<file path="src/rtl/err_comp_accum.sv">
// Accumulates truncated error-product codes over a frame and hands one
// saturated correction word per frame to the MAC output adder.
module err_comp_accum #(
  parameter int KEEP  = 14,
  parameter int ACC_W = 24
) (
  input  logic               clk,
  input  logic               rst_n,
  input  logic               s_valid,
  output logic               s_ready,
  input  logic [KEEP-1:0]    s_code,
  input  logic               s_last,
  output logic               m_valid,
  input  logic               m_ready,
  output logic [ACC_W-1:0]   m_corr,
  output logic [7:0]         m_count,
  output logic               m_sat
);

  localparam int DROP = 16 - KEEP;

  localparam logic ST_ACCUM = 1'b0;
  localparam logic ST_HOLD  = 1'b1;

  localparam logic [ACC_W-1:0] ACC_MAX = {1'b0, {(ACC_W-1){1'b1}}};
  localparam logic [ACC_W-1:0] ACC_MIN = {1'b1, {(ACC_W-1){1'b0}}};

  logic             state_q, state_d;
  logic [ACC_W-1:0] acc_q, acc_d;
  logic [7:0]       cnt_q, cnt_d;
  logic             satf_q, satf_d;
  logic [ACC_W-1:0] corr_q, corr_d;
  logic [7:0]       count_q, count_d;
  logic             msat_q, msat_d;

  // Restore the dropped low zeros, then sign-extend the 16-bit product.
  logic [15:0]      prod16;
  logic [ACC_W-1:0] val;
  logic [ACC_W:0]   sum;
  logic             ovf;
  logic [ACC_W-1:0] acc_sum;
  logic [7:0]       cnt_inc;

  assign prod16  = 16'(s_code) << DROP;
  assign val     = {{(ACC_W-16){prod16[15]}}, prod16};
  assign sum     = {acc_q[ACC_W-1], acc_q} + {val[ACC_W-1], val};
  assign ovf     = sum[ACC_W] ^ sum[ACC_W-1];
  assign acc_sum = !ovf ? sum[ACC_W-1:0] : (sum[ACC_W] ? ACC_MIN : ACC_MAX);
  assign cnt_inc = (cnt_q == 8'hFF) ? cnt_q : cnt_q + 8'd1;

  always_comb begin
    state_d = state_q;
    acc_d   = acc_q;
    cnt_d   = cnt_q;
    satf_d  = satf_q;
    corr_d  = corr_q;
    count_d = count_q;
    msat_d  = msat_q;
    if (state_q == ST_ACCUM) begin
      if (s_valid) begin
        acc_d  = acc_sum;
        cnt_d  = cnt_inc;
        satf_d = satf_q | ovf;
        if (s_last) begin
          corr_d  = acc_sum;
          count_d = cnt_inc;
          msat_d  = satf_q | ovf;
          state_d = ST_HOLD;
        end
      end
    end else if (m_ready) begin
      acc_d   = '0;
      cnt_d   = '0;
      satf_d  = 1'b0;
      state_d = ST_ACCUM;
    end
  end

  always_ff @(posedge clk or negedge rst_n) begin
    if (!rst_n) begin
      state_q <= ST_ACCUM;
      acc_q   <= '0;
      cnt_q   <= '0;
      satf_q  <= 1'b0;
      corr_q  <= '0;
      count_q <= '0;
      msat_q  <= 1'b0;
    end else begin
      state_q <= state_d;
      acc_q   <= acc_d;
      cnt_q   <= cnt_d;
      satf_q  <= satf_d;
      corr_q  <= corr_d;
      count_q <= count_d;
      msat_q  <= msat_d;
    end
  end

  assign s_ready = (state_q == ST_ACCUM);
  assign m_valid = (state_q == ST_HOLD);
  assign m_corr  = corr_q;
  assign m_count = count_q;
  assign m_sat   = msat_q;

endmodule

</file>
<file path="config.mk">
export PLATFORM = sky130hd
export DESIGN_NAME = err_comp_accum
export DESIGN_NICKNAME = d
export VERILOG_FILES = /design/src/rtl/err_comp_accum.sv
export SDC_FILE = /design/constraint.sdc
export NUM_CORES = 1
export LEC_CHECK = 0
export ABC_AREA = 1
export ABC_CLOCK_PERIOD_IN_PS = 2140
export CORE_MARGIN = 2
export CORE_UTILIZATION = 51
export DETAILED_ROUTE_END_ITERATION = 7
export GPL_TIMING_DRIVEN = 0
export PLACE_DENSITY = 0.77
export SLEW_MARGIN = 20
export SYNTH_ARGS = -nofsm -noshare
export SYNTH_HDL_FRONTEND = slang
export SYNTH_SLANG_ARGS = --single-unit
export TNS_END_PERCENT = 20
</file>
<file path="constraint.sdc">
create_clock -name clk -period 2.14 [get_ports clk]
set_input_delay 0.535 -clock clk [delete_from_list [all_inputs] [get_ports clk]]
set_output_delay 0.535 -clock clk [all_outputs]
set_load 0.01 [all_outputs]
</file>
==> qor.txt <==
outcome - complete, but fails checks
violated checks - negative setup slack
Worst Hold Class - input pin to asynchronous set/reset pin
Initial Util - 0.528
Slowest-stage cell, CP - dfrtp_1
DP Worst Slack - -1170 ps
Synth Cell Area - 4360 um^2
DP HPWL - 8.84 mm
Yosys Warn Count - 0
PD cells - 1700 nW/um^2
wire per inst - 15.1 um
ys flop type - dfrtp_1
Slew Limit Fails - 0
Final Total Pwr - 10200 uW
Starting DRT DRC Count - 211
register bit count reported by yosys - 67
commonest cells in the netlist - nand2_1 (288), dfrtp_1 (67), inv_1 (49)
DIE HEIGHT - 96.5 um
antenna violations before repair - 0
Reg clk slew, reported paths - 80 ps
width of the chip - 96.5 um
largest net degree at the start of global routing - 51
Mean Syn Cell Area - 7.02 um^2
Worst setup SP type - flip-flop
Critical Path AT - 2570 ps
DR vias/cell - 5.28
RSZ-0062 raised after global routing - true
row count - 33
dominant cells by area after synthesis - dfrtp_1 (38%), nand2_1 (25%), ha_1 (6.6%), inv_1 (4.2%), nor2_1 (3.1%)
worst skew pair latency - 350 ps
sequential cell area - 1680 um^2
clk buf depth - 2
total die area - 9310 um^2
CP Data Required Time - 2370 ps
number of global-route vias before repair - 4276
post-route ant nets - 0
MaxCap Viol Count - 0
CTS sink cnt - 67
share of layout cells above drive strength 1 - 0.232
fmax - 427 MHz
Synth area leader - dfrtp_1
Mapped Nets - 664
cell count after synthesis - 621
Nets - 750
H-Tree Level Count - 3
Inserted Clock Buffers - 9
multi-input logic area - 2950 um^2
CP Cell Sequence - ha_4 -> fa_2 -> nand2_2 -> nand2_2 -> nand3_2 -> nand2_2 -> nand2_2 -> nand4_1 -> nand2_2 -> nand2_8 -> buf_6 -> nand3_4 -> nand2_4 -> nand2_2 -> nand2_2
minimum clock period - 2340 ps
Setup crit end kind - flip-flop
Pre-antenna DRT Iters - 5
reg2reg setup slack - -200 ps
most frequent CP cell - nand2_2
IO Port Bufs - 53
Vias - 4316
core area - 8260 um^2
Syn-to-layout area delta - 37.7%
CTS root buffer - clkbuf_8
register area share after synthesis - 0.385
most common cell in the netlist - nand2_1
first-pass GRT wire length - 19.9 mm
CTS tree - done
Filler Cells Inserted - 648
routed wire length - 12.3 mm
crit path max fanout - 6
io pins - 54
Hold Fails Final Rpt - 0
total grt overflow - 0
critical path class - flip-flop to flip-flop
worst slew pin tran - 454 ps
final setup fails - 50
Peak VDD IR - 0.916 mV
number of diodes - 0
Unique masters post-synth - 33
final setup margin - -200 ps
share of Yosys cell area claimed by the top area cell type - 0.385
RePlAce Congestion - 0.971
Total Routing Usage GR - 0.281
Leakage - 0.00301 uW
share of flip-flops with an asynchronous set or reset - 1.00
worst clock skew - 16.7 ps
crit share post-route - 1.09
slowest stage delay, CP - 410 ps
relative slew slack - 0.697
number of enable flip-flop cells after synthesis - 0
Fin Hold WS - 54.4 ps
drc violations - 0
==> worst max-delay path, delay by kind of cell (launching register included) <==
family	cells	cell delay, ps
simple gates	12	1090
fa+ha+maj	2	580
flops	1	410
buf+inv	1	160
==> final cells by class <==
| cell class | count | share of cell area |
|---|---|---|
| multi-input cells | 489 | 0.491 |
| repair buffers | 75 | 0.127 |
| well taps | 105 | 0.0219 |
| clock buffers | 10 | 0.0212 |
| plain buffers | 15 | 0.0179 |
| flip-flops and latches | 67 | 0.279 |
| inverters | 50 | 0.0313 |
| clock inverters | 6 | 0.0108 |
==> power by group <==
group	total [uW]	switching, uW	leakage, uW	internal [uW]
Clock	1040	500	0.0000966	540
Combinational	6970	3820	0.00207	3150
Sequential	2220	419	0.000845	1800
Total	10200	4740	0.00301	5490
==> cells in the final DEF, fill, tap and decap left out, types with 2 or more instances in the layout <==
cell,instances
a21o_1,2
a21oi_1,16
a21oi_2,4
a31oi_1,2
and2_1,4
buf_16,4
buf_2,4
buf_4,17
buf_6,4
buf_8,2
clkbuf_1,8
clkbuf_8,9
clkdlybuf4s50_1,39
clkinv_2,2
dfrtp_1,67
dlygate4sd2_1,11
ha_1,2
ha_4,21
inv_1,49
nand2_1,234
nand2_2,64
nand2_4,11
nand3_1,17
nand3_2,4
nand3_4,2
nand3b_1,2
nand4_1,11
nor2_1,32
nor2_2,3
nor2_4,3
nor3_1,5
o21ai_0,19
o21bai_1,6
o22ai_1,5
xnor2_1,4
xor2_1,9
==> final timing paths <==
kind,cells after the start,start,to
worst max-delay path,15,acc_q[2],m_corr[22]
worst min-delay path,1,rst_n,acc_q[12]
worst max register to register,15,acc_q[2],m_corr[22]
worst min register to register,2,m_corr[8],m_corr[8]
max in group asynchronous,2,rst_n,satf_q
min in group clk,2,m_corr[8],m_corr[8]
==> logic make-up after synthesis <==
family | after synthesis | synth area share
xor gates and xnor gates | 13 | 0.0261
AOI/OAI and AO/OA | 55 | 0.0697
buffers and inverters | 65 | 0.0648
DFF | 67 | 0.385
adders and majority gates | 24 | 0.0706
and+or+nand+nor | 397 | 0.384
==> through the flow <==
stage / utilization / setup TNS [ps] / area [um^2] / instances
finish: 0.727 / -7920 / 6010 / 817
global route: 0.727 / -12970 / 6010 / 817
CTS: 0.711 / -7610 / 5870 / 814
detailed placement: 0.613 / -55420 / 5060 / 780
global placement: 0.610 / -175560 / 5040 / 779
floorplan: - / -3830 / 4380 / 621
==> layer usage <==
metal | global-route usage | wire length [um]
met1 | 0.364 | 5670
met4 | 0.0915 | 231
met5 | 0 | 0
met2 | 0.477 | 5980
met3 | 0.0497 | 438
==> registers in the layout (all words and copies together), names as in the netlist <==
signal / cells
m_corr: 24
m_valid: 1
acc_q: 24
cnt_q: 8
m_sat: 1
m_count: 8
satf_q: 1
==> what timing repair did <==
action                     CTS  global route
setup endpoints to repair   50            50
gates cloned                 3             0
buffers inserted            15             3
resized for setup          101            38
hold buffers                 0             0
hold endpoints to repair     0             0
pin swaps                   21            12
Power figures use the tool's default switching activity.
